$ cat config.mk
export PLATFORM = sky130hd
export DESIGN_NAME = mc_fifo_controller
export DESIGN_NICKNAME = d
export VERILOG_FILES = /design/src/rtl/mc_fifo_ctrl_pkg.sv /design/src/rtl/mc_fifo_ptr_bank.sv /design/src/rtl/mc_fifo_controller.sv
export SDC_FILE = /design/constraint.sdc
export NUM_CORES = 1
export LEC_CHECK = 0
export ABC_AREA = 1
export CAP_MARGIN = 25
export CORE_UTILIZATION = 30
export CTS_BUF_LIST = sky130_fd_sc_hd__clkbuf_16
export DETAILED_ROUTE_END_ITERATION = 16
export SYNTH_ARGS = -nofsm -noshare
export SYNTH_HDL_FRONTEND = slang
export SYNTH_SLANG_ARGS = --single-unit
$ cat constraint.sdc
create_clock -name clock -period 4.03 [get_ports clock]
set_input_delay 0.806 -clock clock [delete_from_list [all_inputs] [get_ports clock]]
set_output_delay 0.806 -clock clock [all_outputs]
set_load 0.05 [all_outputs]
$ cat src/rtl/mc_fifo_ctrl_pkg.sv
// mc_fifo_ctrl_pkg
// Shared limits and helpers for the multi-queue FIFO controller.
//   FIFO_MAX_WIDTH / FIFO_MAX_DEPTH / MAX_QUEUES : legal parameter ceilings
//   calc_qwidth()                                : width of a queue-select field
package mc_fifo_ctrl_pkg;

  localparam int FIFO_MAX_WIDTH = 2048;
  localparam int FIFO_MAX_DEPTH = 1 << 20;
  localparam int MAX_QUEUES     = 256;

  // A single queue still gets a one-bit select so ports never collapse to zero width.
  function automatic int calc_qwidth(input int num_queues);
    return (num_queues <= 1) ? 1 : $clog2(num_queues);
  endfunction

endpackage

$ cat src/rtl/mc_fifo_ptr_bank.sv
// mc_fifo_ptr_bank
// Per-queue head/tail/count registers, empty/full flags and accept logic for
// the multi-queue FIFO controller.
// Optional feature macro: MC_FIFO_CTRL_OCCUPANCY_EN (adds a registered count readout).
// Ports:
//   clock, rst_n       clock and asynchronous active-low reset
//   wrreq, wr_sel      enqueue request and (already sanitised) target queue
//   rdreq, rd_sel      dequeue request and (already sanitised) source queue
//   wr_acc, rd_acc     accepted enqueue / dequeue this cycle
//   wr_ptr, rd_ptr     tail of wr_sel / head of rd_sel
//   empty, full        per-queue flag bitmaps
//   occ_sel, occ_count occupancy readout (only with the macro defined)
module mc_fifo_ptr_bank #(
  parameter int NUM_QUEUES = 4,
  parameter int DEPTH      = 2048,
  parameter int QWIDTH     = 2,
  parameter int PWIDTH     = 11
) (
  input  logic              clock,
  input  logic              rst_n,
  input  logic              wrreq,
  input  logic [QWIDTH-1:0] wr_sel,
  input  logic              rdreq,
  input  logic [QWIDTH-1:0] rd_sel,
  output logic              wr_acc,
  output logic              rd_acc,
  output logic [PWIDTH-1:0] wr_ptr,
  output logic [PWIDTH-1:0] rd_ptr,
`ifdef MC_FIFO_CTRL_OCCUPANCY_EN
  input  logic [QWIDTH-1:0] occ_sel,
  output logic [PWIDTH:0]   occ_count,
`endif
  output logic [NUM_QUEUES-1:0] empty,
  output logic [NUM_QUEUES-1:0] full
);

  localparam logic [PWIDTH:0] FULL_COUNT = (PWIDTH+1)'(DEPTH);

  logic [PWIDTH-1:0]     head  [NUM_QUEUES];
  logic [PWIDTH-1:0]     tail  [NUM_QUEUES];
  logic [PWIDTH:0]       count [NUM_QUEUES];
  logic [NUM_QUEUES-1:0] wr_hit;
  logic [NUM_QUEUES-1:0] rd_hit;

  // Flags come straight from the registered counts.
  always_comb begin
    empty = '0;
    full  = '0;
    for (int i = 0; i < NUM_QUEUES; i++) begin
      empty[i] = (count[i] == '0);
      full[i]  = (count[i] == FULL_COUNT);
    end
  end

  // Flags are pre-edge, so on a full queue a same-cycle pop cannot make room
  // for the push, and on an empty queue a same-cycle push cannot feed the pop.
  assign wr_acc = wrreq & ~full[wr_sel];
  assign rd_acc = rdreq & ~empty[rd_sel];
  assign wr_ptr = tail[wr_sel];
  assign rd_ptr = head[rd_sel];

  always_comb begin
    wr_hit = '0;
    rd_hit = '0;
    for (int i = 0; i < NUM_QUEUES; i++) begin
      wr_hit[i] = wr_acc & (wr_sel == QWIDTH'(i));
      rd_hit[i] = rd_acc & (rd_sel == QWIDTH'(i));
    end
  end

  // Pointers wrap naturally at DEPTH; a push and pop on one queue cancel in count.
  always_ff @(posedge clock or negedge rst_n) begin
    if (!rst_n) begin
      for (int i = 0; i < NUM_QUEUES; i++) begin
        head[i]  <= '0;
        tail[i]  <= '0;
        count[i] <= '0;
      end
    end else begin
      for (int i = 0; i < NUM_QUEUES; i++) begin
        if (wr_hit[i]) tail[i] <= tail[i] + 1'b1;
        if (rd_hit[i]) head[i] <= head[i] + 1'b1;
        case ({wr_hit[i], rd_hit[i]})
          2'b10:   count[i] <= count[i] + 1'b1;
          2'b01:   count[i] <= count[i] - 1'b1;
          default: count[i] <= count[i];
        endcase
      end
    end
  end

`ifdef MC_FIFO_CTRL_OCCUPANCY_EN
  // Registered readout of the selected queue's pre-edge count.
  always_ff @(posedge clock or negedge rst_n) begin
    if (!rst_n) occ_count <= '0;
    else        occ_count <= count[occ_sel];
  end
`else
  // Without the readout, counts are only observable through empty/full.
`endif

endmodule

$ cat src/rtl/mc_fifo_controller.sv
// mc_fifo_controller
// Multi-queue FIFO controller: NUM_QUEUES logical FIFOs statically carved out
// of one external simple-dual-port BRAM (queue ID forms the address MSBs).
// Optional feature macro: MC_FIFO_CTRL_OCCUPANCY_EN (adds occ_queue/occ_count).
// Ports:
//   clock, rst_n            clock and asynchronous active-low reset
//   wrreq, wrqueue, data    enqueue side
//   rdreq, rdqueue          dequeue side
//   q, q_valid              dequeued word, RD_LATENCY cycles after an accepted rdreq
//   empty, full             per-queue flag bitmaps
//   overflow, underflow     one-cycle pulses for dropped requests
//   bram_*                  write port, read address and read data of the BRAM
//   occ_queue, occ_count    registered occupancy of a chosen queue (macro only)
module mc_fifo_controller
  import mc_fifo_ctrl_pkg::*;
#(
  parameter  int DWIDTH     = 8,
  parameter  int DEPTH      = 2048,
  parameter  int NUM_QUEUES = 4,
  parameter  int RD_LATENCY = 1,
  localparam int QWIDTH     = calc_qwidth(NUM_QUEUES),
  localparam int PWIDTH     = $clog2(DEPTH),
  localparam int AWIDTH     = QWIDTH + PWIDTH
) (
  input  logic                  clock,
  input  logic                  rst_n,
  input  logic                  wrreq,
  input  logic [QWIDTH-1:0]     wrqueue,
  input  logic [DWIDTH-1:0]     data,
  input  logic                  rdreq,
  input  logic [QWIDTH-1:0]     rdqueue,
  output logic [DWIDTH-1:0]     q,
  output logic                  q_valid,
  output logic [NUM_QUEUES-1:0] empty,
  output logic [NUM_QUEUES-1:0] full,
  output logic                  overflow,
  output logic                  underflow,
  output logic [DWIDTH-1:0]     bram_data,
  output logic [AWIDTH-1:0]     bram_wraddress,
  output logic                  bram_wren,
  output logic [AWIDTH-1:0]     bram_rdaddress,
`ifdef MC_FIFO_CTRL_OCCUPANCY_EN
  input  logic [QWIDTH-1:0]     occ_queue,
  output logic [PWIDTH:0]       occ_count,
`endif
  input  logic [DWIDTH-1:0]     bram_q
);

  if (DWIDTH < 1 || DWIDTH > FIFO_MAX_WIDTH) begin : g_bad_dwidth
    $error("mc_fifo_controller: DWIDTH %0d out of range", DWIDTH);
  end
  if (DEPTH < 2 || DEPTH > FIFO_MAX_DEPTH || (DEPTH & (DEPTH - 1)) != 0) begin : g_bad_depth
    $error("mc_fifo_controller: DEPTH %0d must be a power of two in 2..2^20", DEPTH);
  end
  if (NUM_QUEUES < 1 || NUM_QUEUES > MAX_QUEUES || (NUM_QUEUES & (NUM_QUEUES - 1)) != 0) begin : g_bad_queues
    $error("mc_fifo_controller: NUM_QUEUES %0d must be a power of two in 1..256", NUM_QUEUES);
  end
  if (RD_LATENCY != 1 && RD_LATENCY != 2) begin : g_bad_latency
    $error("mc_fifo_controller: RD_LATENCY %0d must be 1 or 2", RD_LATENCY);
  end

  logic                  wr_acc;
  logic                  rd_acc;
  logic [QWIDTH-1:0]     wr_sel;
  logic [QWIDTH-1:0]     rd_sel;
  logic [PWIDTH-1:0]     wr_ptr;
  logic [PWIDTH-1:0]     rd_ptr;
  logic [RD_LATENCY-1:0] vld_pipe;

  // With a single queue the select inputs are ignored and the address MSB is tied low.
  assign wr_sel = (NUM_QUEUES == 1) ? '0 : wrqueue;
  assign rd_sel = (NUM_QUEUES == 1) ? '0 : rdqueue;

  mc_fifo_ptr_bank #(
    .NUM_QUEUES (NUM_QUEUES),
    .DEPTH      (DEPTH),
    .QWIDTH     (QWIDTH),
    .PWIDTH     (PWIDTH)
  ) u_ptr_bank (
    .clock     (clock),
    .rst_n     (rst_n),
    .wrreq     (wrreq),
    .wr_sel    (wr_sel),
    .rdreq     (rdreq),
    .rd_sel    (rd_sel),
    .wr_acc    (wr_acc),
    .rd_acc    (rd_acc),
    .wr_ptr    (wr_ptr),
    .rd_ptr    (rd_ptr),
`ifdef MC_FIFO_CTRL_OCCUPANCY_EN
    .occ_sel   ((NUM_QUEUES == 1) ? '0 : occ_queue),
    .occ_count (occ_count),
`endif
    .empty     (empty),
    .full      (full)
  );

  assign bram_wren      = wr_acc;
  assign bram_wraddress = {wr_sel, wr_ptr};
  assign bram_data      = data;
  assign bram_rdaddress = {rd_sel, rd_ptr};
  assign q              = bram_q;
  assign q_valid        = vld_pipe[RD_LATENCY-1];

  // q_valid tracks the BRAM's read latency; reset discards in-flight reads.
  always_ff @(posedge clock or negedge rst_n) begin
    if (!rst_n) vld_pipe <= '0;
    else        vld_pipe <= RD_LATENCY'({vld_pipe, rd_acc});
  end

  // Drop reporting uses the same pre-edge flags as the accept logic.
  always_ff @(posedge clock or negedge rst_n) begin
    if (!rst_n) begin
      overflow  <= 1'b0;
      underflow <= 1'b0;
    end else begin
      overflow  <= wrreq & full[wr_sel];
      underflow <= rdreq & empty[rd_sel];
    end
  end

endmodule

After elaboration in Yosys (flattened, before gate mapping)
Cells that the tools add are included.
{"block": "classes", "n_eq_ne": 18, "n_bitwise": 16, "n_reduce_logical": 10, "shift": 0, "mul": 0, "muxes": 14, "div_mod_pow": 0, "n_lt_le_gt_ge": 4, "add_sub_neg": 16}
{"op": "$pmux 12 s2", "count": 4}
{"op": "$add 11x1->11 const B", "count": 8}
{"op": "$add 12x1->12 const B", "count": 4}
{"op": "$eq 12x12->1 const B", "count": 4}
{"op": "$logic_not 12->1", "count": 4}
{"op": "$sub 12x1->12 const B", "count": 4}
{"op": "$bmux 11 s2", "count": 2}
{"op": "$mux 11", "count": 4}
{"op": "$eq 2x2->1 const B", "count": 8}
{"op": "$and 1x1->1", "count": 12}
{"op": "$eq 2x1->1 const B", "count": 6}
{"op": "$reduce_bool 2->1", "count": 4}
{"op": "$ge 3x3->1 const B", "count": 2}
{"op": "$lt 2x3->1 const B", "count": 2}
{"op": "$not 2->3", "count": 2}
{"op": "$bmux 1 s2", "count": 2}
{"op": "$logic_not 2->1", "count": 2}
{"op": "$mux 1", "count": 2}
{"op": "$not 1->1", "count": 2}
{"block": "word_totals", "romBits": 0, "register_bits": 139, "latch_bits": 0, "inputBits": 24, "memories": 0, "wordCells": 93, "ramBits": 0}

Depth between registers and ports, before layout
Gate-level depths: netlist (run 1).
{"block": "logic_depth", "word_depth": 8, "ltp_mapped": 21, "mapped_depth_nobuf": 20}

Modules after synthesis
Synthesis (run 1) repeated with hierarchy kept, for this count alone.
{"block": "unflattened", "hier_cells": 1489, "hier_area_um2": 10383.7}
{"module": "mc_fifo_ptr_bank", "cells_per_inst": 1438, "area_per_inst_um2": 10045.9, "instances": 1}
{"module": "mc_fifo_controller", "cells_per_inst": 51, "area_per_inst_um2": 337.8, "instances": 1}

Worst setup path before layout (run 1)
No wires, ideal clock.
{"block": "synth_path", "kind": "input to register", "start": "input port rdqueue[0]", "end": "register u_ptr_bank.count[29] in the netlist's numbering", "stages": 17, "arrival_ns": 3.077, "n_path_buf": 1, "required_time_ns": 3.912, "path_slack_ns": 0.835, "cell_sequence": "inv_1 -> nor2_1 -> nand3_1 -> nand2_1 -> nor2_2 -> nand3_1 -> buf_2 -> inv_1 -> ha_1 -> ha_1 -> a21oi_1 -> nand2_1 -> nand2_1 -> nand2_1 -> or2_2 -> nand3_1 -> nand2_1"}
{"block": "synth_between", "elab_chain_len": 7}
{"item": "from (decl)", "line_no": "mc_fifo_controller.sv:31", "rtl": "input logic [QWIDTH-1:0] rdqueue,"}
{"item": "$bmux 1 s2", "line_no": "mc_fifo_ptr_bank.sv:58", "rtl": "assign rd_acc = rdreq & ~empty[rd_sel];"}
{"item": "$mux 1 (implied by the code)", "line_no": "mc_fifo_ptr_bank.sv:58"}
{"item": "$not 1->1", "line_no": "mc_fifo_ptr_bank.sv:58"}
{"item": "$and 1x1->1", "line_no": "mc_fifo_ptr_bank.sv:58"}
{"item": "$and 1x1->1 *", "line_no": "mc_fifo_ptr_bank.sv:67", "rtl": "rd_hit[i] = rd_acc & (rd_sel == QWIDTH'(i));"}
{"item": "net u_ptr_bank.rd_hit[1]", "line_no": "mc_fifo_ptr_bank.sv:43", "rtl": "logic [NUM_QUEUES-1:0] rd_hit;"}
{"item": "$eq 2x1->1 or $eq 2x2->1 (tied branches)", "line_no": "mc_fifo_ptr_bank.sv:83", "rtl": "case ({wr_hit[i], rd_hit[i]})"}
{"item": "$pmux 12 s2 or $reduce_bool 2->1 (tied branches)"}
{"item": "to (signal, indexed assignment)", "line_no": "mc_fifo_ptr_bank.sv:84", "rtl": "2'b10: count[i] <= count[i] + 1'b1;"}
{"item": "to (signal, indexed assignment)", "line_no": "mc_fifo_ptr_bank.sv:85", "rtl": "2'b01: count[i] <= count[i] - 1'b1;"}
{"item": "to (signal, indexed assignment)", "line_no": "mc_fifo_ptr_bank.sv:86", "rtl": "default: count[i] <= count[i];"}
{"item": "to (decl)", "line_no": "mc_fifo_ptr_bank.sv:41", "rtl": "logic [PWIDTH:0] count [NUM_QUEUES];"}
The timed path passes the listed nets; every way through them passes the cells marked *. The select of a mux whose other input is x is not followed.
A chain may end at the register's enable or synchronous reset.

Final worst setup path (run 1)
{"block": "layout_path", "start": "input port rdqueue[1]", "end": "output port bram_rdaddress[0]"}
{"block": "layout_between", "elab_chain_len": 4}
{"item": "$not 2->3 (implied by the code)", "line_no": "mc_fifo_ptr_bank.sv:60", "rtl": "assign rd_ptr = head[rd_sel];"}
{"item": "$bmux 11 s2", "line_no": "mc_fifo_ptr_bank.sv:60"}
{"item": "$mux 11 (implied by the code) (2 in series)", "line_no": "mc_fifo_ptr_bank.sv:60"}
{"item": "to (decl)", "line_no": "mc_fifo_controller.sv:41", "rtl": "output logic [AWIDTH-1:0] bram_rdaddress,"}
No other way between the ends. The select of a mux whose other input is x is not followed.

==> results of run 1 <==
## stage by stage
step | TNS [ns] | hold slack, ns | area (um^2)
3_3_place_gp | 0 | 0.457 | 11600
6_report | 0 | 0.411 | 12200
4_1_cts | 0 | 0.438 | 12200
3_5_place_dp | -0.0166 | 0.463 | 11600
2_1_floorplan | 0 | 0.442 | 10300
5_1_grt | 0 | 0.462 | 12200
## layer usage
metal | wire, um | global-route usage [%] | up-vias
li1 | - | - | 4937
met1 | 12900 | 20.9 | 4506
met2 | 12200 | 25.8 | 164
met3 | 874 | 2.05 | 29
met4 | 650 | 5.69 | 0
met5 | 0 | 0 | -
## sequential cells by signal, indices dropped and copies added, names as in the netlist
signal	count
u_ptr_bank.count	48
u_ptr_bank.head	44
u_ptr_bank.tail	44
overflow	1
q_valid	1
underflow	1
## worst max-delay path by stage
stage,cells after the start,startpoint,to
floorplan,17,rdqueue[0],u_ptr_bank.count[29]
global placement,17,rdqueue[0],u_ptr_bank.count[7]
detailed placement,17,rdqueue[0],u_ptr_bank.count[7]
CTS,17,rdqueue[0],u_ptr_bank.count[7]
global route,19,rdqueue[1],u_ptr_bank.count[11]
finish,7,rdqueue[1],bram_rdaddress[0]
## layout make-up
type | instances | share of cell area [%]
multi-input cells | 1109 | 48.2
flip-flops and latches | 139 | 28.6
repair buffers | 105 | 9.22
well taps | 448 | 4.60
inverters | 147 | 4.53
clock buffers | 17 | 3.49
clock inverters | 15 | 1.40
## power by group
part / leakage (uW) / switching (uW) / internal (uW)
Sequential: 0.00183 / 459 / 1760
Combinational: 0.00396 / 1380 / 992
Clock: 0.000288 / 744 / 835
## cells by family after synthesis
logic type	count (synthesis)	synth area share, %
AND/OR/NAND/NOR	865	36.5
flip-flops	139	33.7
AO/OA/AOI/OAI	113	6.87
buffers and inverters	221	9.43
XOR/XNOR	75	6.37
adder cells (fa/ha/maj)	56	7.09
## layout by cell type, fill, tap and decap left out, types with 21 or more instances in the layout
cell	count
nand4_1	106
buf_12	23
nand2_1	481
ha_1	52
xor2_1	54
xnor2_1	21
o21ai_0	29
a21oi_1	34
dfrtp_1	139
nor3_1	26
buf_4	60
nand3_1	112
a22oi_1	21
nor2_1	113
inv_1	145
==> flow_metrics.py, run 1 <==
metrics = {
    "status": {
        "status": "complete, no violations",
    },
    "cts": {
        "clk_pin_slew_worst_paths_ns": 0.07,
        "post_cts_buffers": 0,
        "clk_latency_ns": 0.43,
        "ctsHoldBuffers": 0,
        "cts_tree": "yes",
        "htreeDepth": 4,
        "cts.repair.resized": 0,
        "cts_buffers": 17,
        "root_buffer": "clkbuf_16",
        "cts_buffer_depth": 2,
        "numClockSinks": 139,
    },
    "sta": {
        "finalWorstSetupSlack_ns": 0.432,
        "period_minus_slack_ns": 3.60,
        "worstMarginPinSlew_ns": 0.729,
        "max_freq_mhz": 278,
        "hold_violations": 0,
        "relSlewSlack_pct": 51.4,
        "period_share_pct": 89.3,
        "skew_ns": 0.0120,
        "finalSetupViolations": 0,
        "slew_violations": 0,
        "rsz0062_at_grt": "no",
    },
    "synth": {
        "syn_area_um2": 10300,
        "synth-edff-count": 0,
        "synth_most_common_cell": "nand2_1",
        "yosysWarningCount": 0,
        "synthTopCellsByArea": "dfrtp_1, nand2_1, nand4_1, ha_1, nand3_1",
        "synthFlopType": "dfrtp_1",
        "synth.distinct_cells": 32,
        "seq_area_frac_synth_pct": 33.7,
        "synth_nets": 1549,
        "ys_top_cells_by_count": "nand2_1, inv_1, dfrtp_1",
        "async_reset_ff_share_pct": 100,
        "ys_seq_elements": 139,
        "yosysTopAreaCell": "dfrtp_1",
        "yosysTopAreaCellShare_pct": 33.7,
        "synth.avg_cell_area_um2": 7.02,
        "synth_cells": 1469,
    },
    "flow_run": {
        "cap_viol_max_count": 0,
    },
    "worst_setup_path": {
        "crit-reg2reg-launch": "u_ptr_bank.count[19]",
        "r2r_cells": 19,
        "cp_top_family": "buffers and inverters",
        "rr_endpoint": "u_ptr_bank.count[11]",
        "r2r_slack_ns": 0.68,
        "cp.arrival_ns": 2.79,
        "crit_path_max_incr_delay_ns": 0.58,
        "path_cells": "clkdlybuf4s50_1 > inv_1 > nor2_1 > buf_4 > clkinv_1 > o221ai_1 > buf_12",
        "cp_max_fo": 13,
        "cp.required_ns": 3.22,
        "startpoint_type": "input port",
        "cp-end-kind": "primary output",
        "crit_path_top_delay_cell": "clkdlybuf4s50_1",
        "cp.buffers_inverters": 5,
        "crit_type": "input port to primary output",
    },
    "place": {
        "dp.cells": 1948,
        "place_congestion": 0.897,
        "post-place-ws_ns": -0.0166,
        "portBuffers": 45,
        "hpwl_mm": 19.6,
    },
    "global_route": {
        "grtUsageTotal_pct": 15.6,
        "grt_max_degree": 73,
        "grt_pass1_vias": 9186,
        "grt_pass1_wl_mm": 45.6,
        "gr-total-overflow": 0,
        "antenna_found_initial": 0,
    },
    "pwr": {
        "cellLeakagePower_uw": 0.00608,
        "power.density_nw_per_um2": 507,
        "power_uw": 6180,
        "peakVddDrop_uv": 251,
    },
    "drt": {
        "final_antenna_net_count": 0,
        "wl_per_cell_um": 13.4,
        "drt-initial-drc-count": 587,
        "drc": 0,
        "post_drt_via_cell_ratio": 4.87,
        "num_vias": 9636,
        "firstDrtPassIters": 5,
        "wirelength_mm": 26.6,
    },
    "floorplanning": {
        "core-area_um2": 33700,
        "die_area_um2": 35100,
        "die_w_um": 187,
        "die_h_um": 187,
        "ios": 78,
        "start_util_pct": 30.6,
        "fp-row-count": 67,
    },
    "cells_and_area": {
        "area_growth_pct": 18.1,
        "multi_input_area_um2": 5860,
        "instances_no_fill": 1980,
        "seq_area_um2": 3480,
        "nets": 1599,
        "antenna_cells": 0,
        "utilization_pct": 36.1,
        "fillers": 3486,
        "final_layout_size_suffix_gt1_share_pct": 9.07,
    },
    "min_path": {
        "hp-class": "input port to asynchronous set/reset pin",
    },
}
Note: power is estimated with default switching activity, not from simulation.
==> run 2: changes to the inputs <==
==> constraint.sdc (replaced) <==
create_clock -name clock -period 2.9 [get_ports clock]
set_input_delay 0.58 -clock clock [delete_from_list [all_inputs] [get_ports clock]]
set_output_delay 0.58 -clock clock [all_outputs]
set_load 0.05 [all_outputs]
==> flow_metrics.py, run 2 (synthesis gave the netlist of run 1 again) <==
metrics = {
    "pwr": {
        "power.density_nw_per_um2": 736,
        "switching_share_pct": 39.8,
        "p_clk_share_pct": 21.4,
        "power_uw": 10300,
        "peakVddDrop_uv": 437,
        "combPwrFrac_pct": 49.6,
        "intPower_uw": 6200,
        "cellLeakagePower_uw": 0.00677,
        "p_sw_uw": 4090,
        "power_frac_seq_pct": 29.0,
    },
    "sta": {
        "max_freq_mhz": 347,
        "finalSetupViolations": 0,
        "relSlewSlack_pct": 54.9,
        "slew_violations": 0,
        "skew_ns": 0.0117,
        "finalWorstSetupSlack_ns": 0.0192,
        "timing.hold.ws_ns": 0.125,
        "worstMarginPinSlew_ns": 0.671,
        "period_minus_slack_ns": 2.88,
        "hold_violations": 0,
        "rsz0062_at_grt": "yes",
        "period_share_pct": 99.3,
    },
    "global_route": {
        "antenna_found_initial": 1,
        "grt_pass1_vias": 9662,
        "grt_max_degree": 60,
        "grtUsageTotal_pct": 16.4,
        "gr-total-overflow": 0,
        "grt_pass1_wl_mm": 47.5,
    },
    "cts": {
        "numClockSinks": 139,
        "cts_buffers": 17,
        "cts_tree": "yes",
        "clk_pin_slew_worst_paths_ns": 0.06,
        "root_buffer": "clkbuf_16",
        "htreeDepth": 4,
        "ctsHoldBuffers": 0,
        "cts_buffer_depth": 2,
        "clk_latency_ns": 0.43,
    },
    "worst_setup_path": {
        "r2r_slack_ns": 0.03,
        "crit_end": "bram_rdaddress[3]",
        "rr_endpoint": "u_ptr_bank.count[29]",
        "cp-end-kind": "primary output",
        "cp.required_ns": 2.32,
        "crit_type": "input port to primary output",
        "crit-reg2reg-launch": "u_ptr_bank.count[32]",
        "startpoint_type": "input port",
        "cp_max_fo": 22,
        "cp.arrival_ns": 2.30,
        "startpoint": "rdqueue[1]",
        "r2r_cells": 18,
    },
    "cells_and_area": {
        "reg_top3": "u_ptr_bank.count x48, u_ptr_bank.head x44, u_ptr_bank.tail x44",
        "largest-register": "u_ptr_bank.count",
        "fin_area_um2": 14000,
        "nets": 1721,
        "seq_area_um2": 3480,
        "mostFrequentLayoutCell": "nand2_1",
        "fillers": 3399,
        "instances_no_fill": 2103,
        "final_layout_size_suffix_gt1_share_pct": 24.7,
        "largest_reg_flops": 48,
        "multi_input_area_um2": 6690,
        "final_cell_mix": "nand2_1, buf_4, inv_1",
        "area_growth_pct": 35.6,
    },
    "floorplanning": {
        "die_area_um2": 35100,
        "start_util_pct": 30.6,
        "die_w_um": 187,
        "ios": 78,
        "fp-row-count": 67,
        "core-area_um2": 33700,
        "die_h_um": 187,
    },
    "drt": {
        "wirelength_mm": 29.7,
        "drt-initial-drc-count": 748,
        "wl_per_cell_um": 14.1,
        "num_vias": 10300,
        "drc": 0,
        "post_drt_via_cell_ratio": 4.89,
        "firstDrtPassIters": 5,
        "final_antenna_net_count": 0,
    },
    "place": {
        "place_congestion": 0.861,
        "place_area_um2": 12400,
        "dp.cells": 2049,
        "hpwl_mm": 20.7,
        "post-place-ws_ns": -0.651,
        "portBuffers": 45,
    },
    "flow_run": {
        "cap_viol_max_count": 0,
    },
    "status": {
        "status": "complete, no violations",
    },
    "min_path": {
        "hp-class": "input port to asynchronous set/reset pin",
    },
}
run 2: critical path: stages:
cell           delay, ns
dlygate4sd2_1       0.39
buf_4               0.18
nor2_2              0.04
buf_4               0.15
buf_4               0.20
a22oi_1             0.27
o221ai_1            0.18
buf_4               0.18
buf_12              0.14
run 2: metal layers:
| metal | share of wire, % | up-vias | global-route usage, % |
|---|---|---|---|
| met4 | 1.3 | 0 | 3.97 |
| li1 | - | 5183 | - |
| met5 | 0 | - | 0 |
| met2 | 49 | 211 | 27.4 |
| met1 | 46 | 4875 | 21.7 |
| met3 | 4.2 | 24 | 3.04 |
run 2: timing repair:
action | CTS | global route
resized for setup | 18 | 182
endpoints found under the hold margin | 0 | 0
setup buffers | 0 | 22
pin swaps | 1 | 50
cloned | 0 | 1
endpoints found under the setup margin | 43 | 45
run 2: cell type report:
type,count,share of cell area [%]
antenna,1,0.0179
clock buffer,17,3.04
clock inverter,15,1.08
inverter,147,3.99
multi-input combinational,1109,47.9
sequential,139,24.9
tap,448,4.01
timing repair buffer,227,15.1
run 2: power groups by stage:
| stage | Sequential, uW | Clock (uW) | Combinational (uW) |
|---|---|---|---|
| 2_1_floorplan | 2900 | 0 | 2460 |
| 3_3_place_gp | 2960 | 0 | 4180 |
| 3_5_place_dp | 2980 | 0 | 4260 |
| 4_1_cts | 2960 | 2250 | 4310 |
| 5_1_grt | 3050 | 2330 | 5630 |
| 6_report | 2980 | 2200 | 5110 |
run 2: through the flow:
stage,util [%],TNS [ns]
2_1_floorplan,-,0
4_1_cts,38.6,-0.00467
5_1_grt,41.5,-0.769
3_5_place_dp,36.7,-23.17
3_3_place_gp,36.7,-19.34
6_report,41.5,0
run 2: how the worst min path moves through the flow:
stage	depth (start not counted)	endpoint	start	slack [ns]
CTS	1	u_ptr_bank.head[16]	rst_n	0.15
detailed placement	2	u_ptr_bank.tail[21]	u_ptr_bank.tail[21]	0.46
global route	1	u_ptr_bank.head[17]	rst_n	0.17
finish	1	u_ptr_bank.head[15]	rst_n	0.12
floorplan	0	overflow	rst_n	0.28
global placement	2	u_ptr_bank.tail[21]	u_ptr_bank.tail[21]	0.46
